`config.mk`:
```
export PLATFORM = sky130hd
export DESIGN_NAME = mux_arb_nto1
export DESIGN_NICKNAME = d
export VERILOG_FILES = /design/src/rtl/mux_arb_nto1.sv
export SDC_FILE = /design/constraint.sdc
export NUM_CORES = 1
export LEC_CHECK = 0
export BUFFER_PORTS_ARGS = -buffer_cell sky130_fd_sc_hd__buf_2
export CELL_PAD_IN_SITES_DETAIL_PLACEMENT = 0
export CELL_PAD_IN_SITES_GLOBAL_PLACEMENT = 1
export CORE_MARGIN = 5
export CORE_UTILIZATION = 29
export CTS_BUF_LIST = sky130_fd_sc_hd__clkbuf_8
export DETAILED_ROUTE_END_ITERATION = 10
export MAX_ROUTING_LAYER = met4
export PLACE_DENSITY = 0.76
export SLEW_MARGIN = 40
export SYNTH_ARGS = -nofsm -noshare
export SYNTH_HDL_FRONTEND = slang
export SYNTH_SLANG_ARGS = --single-unit
export TNS_END_PERCENT = 50
```
`constraint.sdc`:
```
create_clock -name clk -period 8 [get_ports clk]
set_clock_uncertainty 0.05 [all_clocks]
set_input_delay 0.4 -clock clk [delete_from_list [all_inputs] [get_ports clk]]
set_output_delay 0.4 -clock clk [all_outputs]
set_load 0.01 [all_outputs]
```
`src/rtl/mux_arb_nto1.sv`:
```
// N-channel to 1 registered channel selector with valid/ready on both sides.
// Arbitration by fixed select, fixed priority (lowest index) or round-robin.
module mux_arb_nto1 #(
   parameter  int unsigned N_CH  = 8,
   parameter  int unsigned WIDTH = 8,
   localparam int unsigned SEL_W = $clog2(N_CH)
) (
   input  logic                    clk,
   input  logic                    rst_n,
   input  logic [N_CH*WIDTH-1:0]   in_data,
   input  logic [N_CH-1:0]         in_valid,
   output logic [N_CH-1:0]         in_ready,
   input  logic [1:0]              mode,
   input  logic [SEL_W-1:0]        sel,
   output logic [WIDTH-1:0]        y,
   output logic                    y_valid,
   input  logic                    y_ready,
   output logic [SEL_W-1:0]        y_ch
);

   localparam logic [1:0] MODE_SEL  = 2'b00;
   localparam logic [1:0] MODE_PRIO = 2'b01;
   localparam logic [1:0] MODE_RR   = 2'b10;

   logic             run;
   logic             load_en;
   logic             grant_valid;
   logic [SEL_W-1:0] grant;
   logic [SEL_W-1:0] rr_ptr;
   logic [SEL_W-1:0] rr_next;
   logic [WIDTH-1:0] grant_word;
   logic             xfer;

   // run keeps in_ready low until the first edge after reset release
   assign load_en = run && (!y_valid || y_ready);
   assign xfer    = load_en && grant_valid;

   // Grant selection; round-robin takes the lowest valid index at or above
   // rr_ptr, falling back to the lowest valid index overall (the wrap).
   always_comb begin
      grant_valid = 1'b0;
      grant       = '0;
      case (mode)
         MODE_SEL: begin
            for (int k = 0; k < int'(N_CH); k++) begin
               if (sel == SEL_W'(k) && in_valid[k]) begin
                  grant_valid = 1'b1;
                  grant       = SEL_W'(k);
               end
            end
         end
         MODE_PRIO: begin
            for (int k = 0; k < int'(N_CH); k++) begin
               if (!grant_valid && in_valid[k]) begin
                  grant_valid = 1'b1;
                  grant       = SEL_W'(k);
               end
            end
         end
         MODE_RR: begin
            for (int k = 0; k < int'(N_CH); k++) begin
               if (!grant_valid && in_valid[k] && SEL_W'(k) >= rr_ptr) begin
                  grant_valid = 1'b1;
                  grant       = SEL_W'(k);
               end
            end
            for (int k = 0; k < int'(N_CH); k++) begin
               if (!grant_valid && in_valid[k]) begin
                  grant_valid = 1'b1;
                  grant       = SEL_W'(k);
               end
            end
         end
         default: begin
            grant_valid = 1'b0;
         end
      endcase
   end

   // Per-channel ready and data mux
   always_comb begin
      in_ready   = '0;
      grant_word = '0;
      for (int k = 0; k < int'(N_CH); k++) begin
         in_ready[k] = xfer && (grant == SEL_W'(k));
         if (grant == SEL_W'(k)) begin
            grant_word = in_data[k*WIDTH +: WIDTH];
         end
      end
   end

   // Wrap at N_CH, not at 2^SEL_W
   assign rr_next = (grant == SEL_W'(N_CH - 1)) ? '0 : grant + SEL_W'(1);

   always_ff @(posedge clk or negedge rst_n) begin
      if (!rst_n) begin
         run     <= 1'b0;
         y       <= '0;
         y_valid <= 1'b0;
         y_ch    <= '0;
         rr_ptr  <= '0;
      end else begin
         run <= 1'b1;
         if (xfer) begin
            y       <= grant_word;
            y_ch    <= grant;
            y_valid <= 1'b1;
            if (mode == MODE_RR) begin
               rr_ptr <= rr_next;
            end
         end else if (y_ready) begin
            y_valid <= 1'b0;
         end
      end
   end

endmodule

```
==> impl_metrics.ini <==
[status]
status = completed

[routing]
vias = 2292
drt_iter0_drc = 106
ant_nets = 0
vias_per_cell = 5.09
drt-wirelength-per-cell_microns = 15.3
dr.pass1.iters = 4
drt-total-wl_mm = 6.90
drc_errors = 0

[critical_path]
criticalPathCategory = reg -> out
crit_fanout = 22
cp.required_ps = 7550
crit_arrival_ps = 3180
cp-end-kind = output pin
crit_path_start_kind = flop

[clock_network]
insertion_delay_ps = 240
clkTransAtPathRegs_ps = 60
cts-root-buf = clkbuf_8
numClockSinks = 16
cts_tree = done
post-cts-setup-buffers = 0
cts_hold_buffers = 0
cts_buffers = 3
cts_max_path_buffers = 2
cts_max_level = 1
ctsResizeCount = 0

[synth]
synth_area_sq_um = 2040
synth_seq_area_share_pct = 19.6
async_flop_share_pct = 100
syn-instance-count = 274
synth_nets = 358
synth_seq_cells = 16
ys_types = 56
avgSynthCellArea_sq_um = 7.44
yosys_warnings = 0
synthFlopType = dfrtp_1
synth_edf_count = 0

[power_and_ir_drop]
power_per_cell_area_nw_per_um2 = 154
sw_frac_of_total_pct = 42.7
p_total_mw = 0.403
intPower_mw = 0.231
p_leak_nw = 1.17
p_seq_share_pct = 30.5
p_sw_mw = 0.172
irDropWorstVdd_mv = 0.0590
p_clk_share_pct = 14.6
comb_power_share_pct = 54.9

[place]
place_hpwl_mm = 5.46
io_buffers = 99
place_congestion = 0.863

[grt]
antenna_found_initial = 0
grt_max_degree = 30
grt_pass1_vias = 2307
globalRouteTotalUtil_pct = 15.9
grt_pass1_wl_mm = 11.2
overflow = 0

[layout]
diodes = 0
drive_gt1_share_pct = 37.0
nNetsFinal = 440
area_growth_pct = 28.3

[timing]
finalCriticalPeriod_ps = 3630
max_clock_freq_mhz = 276
max_slew_margin_pct = 52.5
setup_violations = 0
final_max_slew_viol_count = 0
hold_viol = 0
rsz0062_at_grt = no
tns_ps = 0
hold_ws_ps = 13.6
worstMarginPinSlew_ps = 712
min_period_over_period_pct = 45.3

[die]
ios = 100
rows = 30
start_util_pct = 29.9
die_height_microns = 93.9
core_sq_um = 6830
die_area_sq_um = 8810
die_w_microns = 93.9

[run]
cap_viol_max_count = 0

[min_path]
worstHoldPathType = in -> async
## power groups by stage
stage	clock, mW	sequential, mW	combinational, mW
finish	0.0589	0.123	0.221
global route	0.0653	0.126	0.247
CTS	0.0618	0.123	0.222
detailed placement	0	0.124	0.221
global placement	0	0.125	0.219
floorplan	0	0.121	0.150
## path summary, 6_finish.rpt
path / cells after the start / end / start / slack (ps)
worst max-delay path: 10 / in_ready[7] / rr_ptr[2]$_DFFE_PN0P_ / 4370
worst min-delay path: 1 / y[2]$_DFFE_PN0P_ / rst_n / 10
worst max register to register: 9 / y[7]$_DFFE_PN0P_ / rr_ptr[1]$_DFFE_PN0P_ / 4490
worst min register to register: 2 / y_ch[2]$_DFFE_PN0P_ / y_ch[2]$_DFFE_PN0P_ / 460
max in group asynchronous: 1 / run$_DFF_PN0_ / rst_n / 7620
min in group clk: 3 / y[4]$_DFFE_PN0P_ / in_data[36] / 360
## registers in the layout, indices dropped and copies added, names as in the netlist
register / count
rr_ptr: 3
y_valid: 1
y: 8
run: 1
y_ch: 3
## worst max-delay path: stages, from the launching register on
cell and delay, ps:
dfrtp_1 580, and4b_4 330, o22ai_2 130, a2111o_1 410, o32a_1 190, nand2_1 100
inv_1 80, nor2_1 130, ha_1 640, and2_1 220, buf_2 130
## cell families (layout without fill, tap and decap cells)
group	count (synthesis)	in the layout	synth area share, %
fa+ha+maj	4	4	2.45
simple gates	111	111	28.9
compound gates	96	96	37.9
mux	5	5	2.58
other cells	1	1	0.184
buf+inv	41	121	8.34
flops	16	16	19.6
## layout make-up
cell class                 count  area, sq um
tap                           96          120
clock buffer                   3         41.3
sequential                    16          400
multi-input combinational    217         1480
fill                         757         4210
timing repair buffer         100          507
inverter                      18         67.6
## metal layers
layer	share of wire (%)	global-route usage, %	routed length [microns]
met1	47	22.1	3220
met2	49	25.3	3360
met3	3.7	1.36	252
met4	0.96	3.01	66
met5	0	-	0
## placed cells by master (no fill, tap or decap), types with 2 or more instances in the layout
cell type,count
and3_1,3
nor2b_1,19
nand3b_1,2
a21oi_1,34
nor4b_1,2
o21ai_0,10
buf_2,99
o2bb2ai_1,2
nand3_1,2
a211o_1,2
mux2i_1,3
a41oi_2,7
ha_2,2
inv_1,18
o31ai_1,3
nand2b_1,4
nor2_1,26
mux2_2,2
clkbuf_8,3
o221ai_2,7
o311ai_0,10
nor3_1,4
dfrtp_1,16
ha_1,2
a31oi_1,4
nand2_1,30
or2_2,2
and2_1,8
## per-stage QoR
stage                     utilization [%]  cells  area (sq um)  setup WS (ps)
final                                38.3    450          2620           4370
after global placement               37.5    446          2560           4440
after detailed placement             37.7    447          2570           4480
after floorplan                         -    274          2040           4930
after CTS                            38.3    450          2620           4390
after global routing                 38.3    450          2620           4120
## Yosys cell counts (2+ instances only)
master	number	area share, %
a211o_1	2	0.86
and3_1	3	0.92
o221ai_2	7	5.2
a21oi_1	34	8.3
nand2b_1	4	1.2
inv_1	18	3.3
a41oi_2	7	5.6
buf_1	2	0.37
and2_1	8	2.5
mux2_2	2	1.1
buf_2	7	1.7
o311ai_0	10	4.3
dfrtp_1	16	20
nor3_1	4	0.98
o2bb2ai_1	2	0.86
or2_2	2	0.61
a31oi_1	4	1.2
nand3_1	2	0.49
ha_1	4	2.5
nand2_1	30	5.5
o31ai_1	3	1.1
mux2i_1	3	1.5
clkbuf_1	13	2.4
nor2_1	26	4.8
nand3b_1	2	0.74
nor4b_1	2	0.86
nor2b_1	19	5.8
o21ai_0	10	2.5
Note: power is estimated with default switching activity, not from simulation.
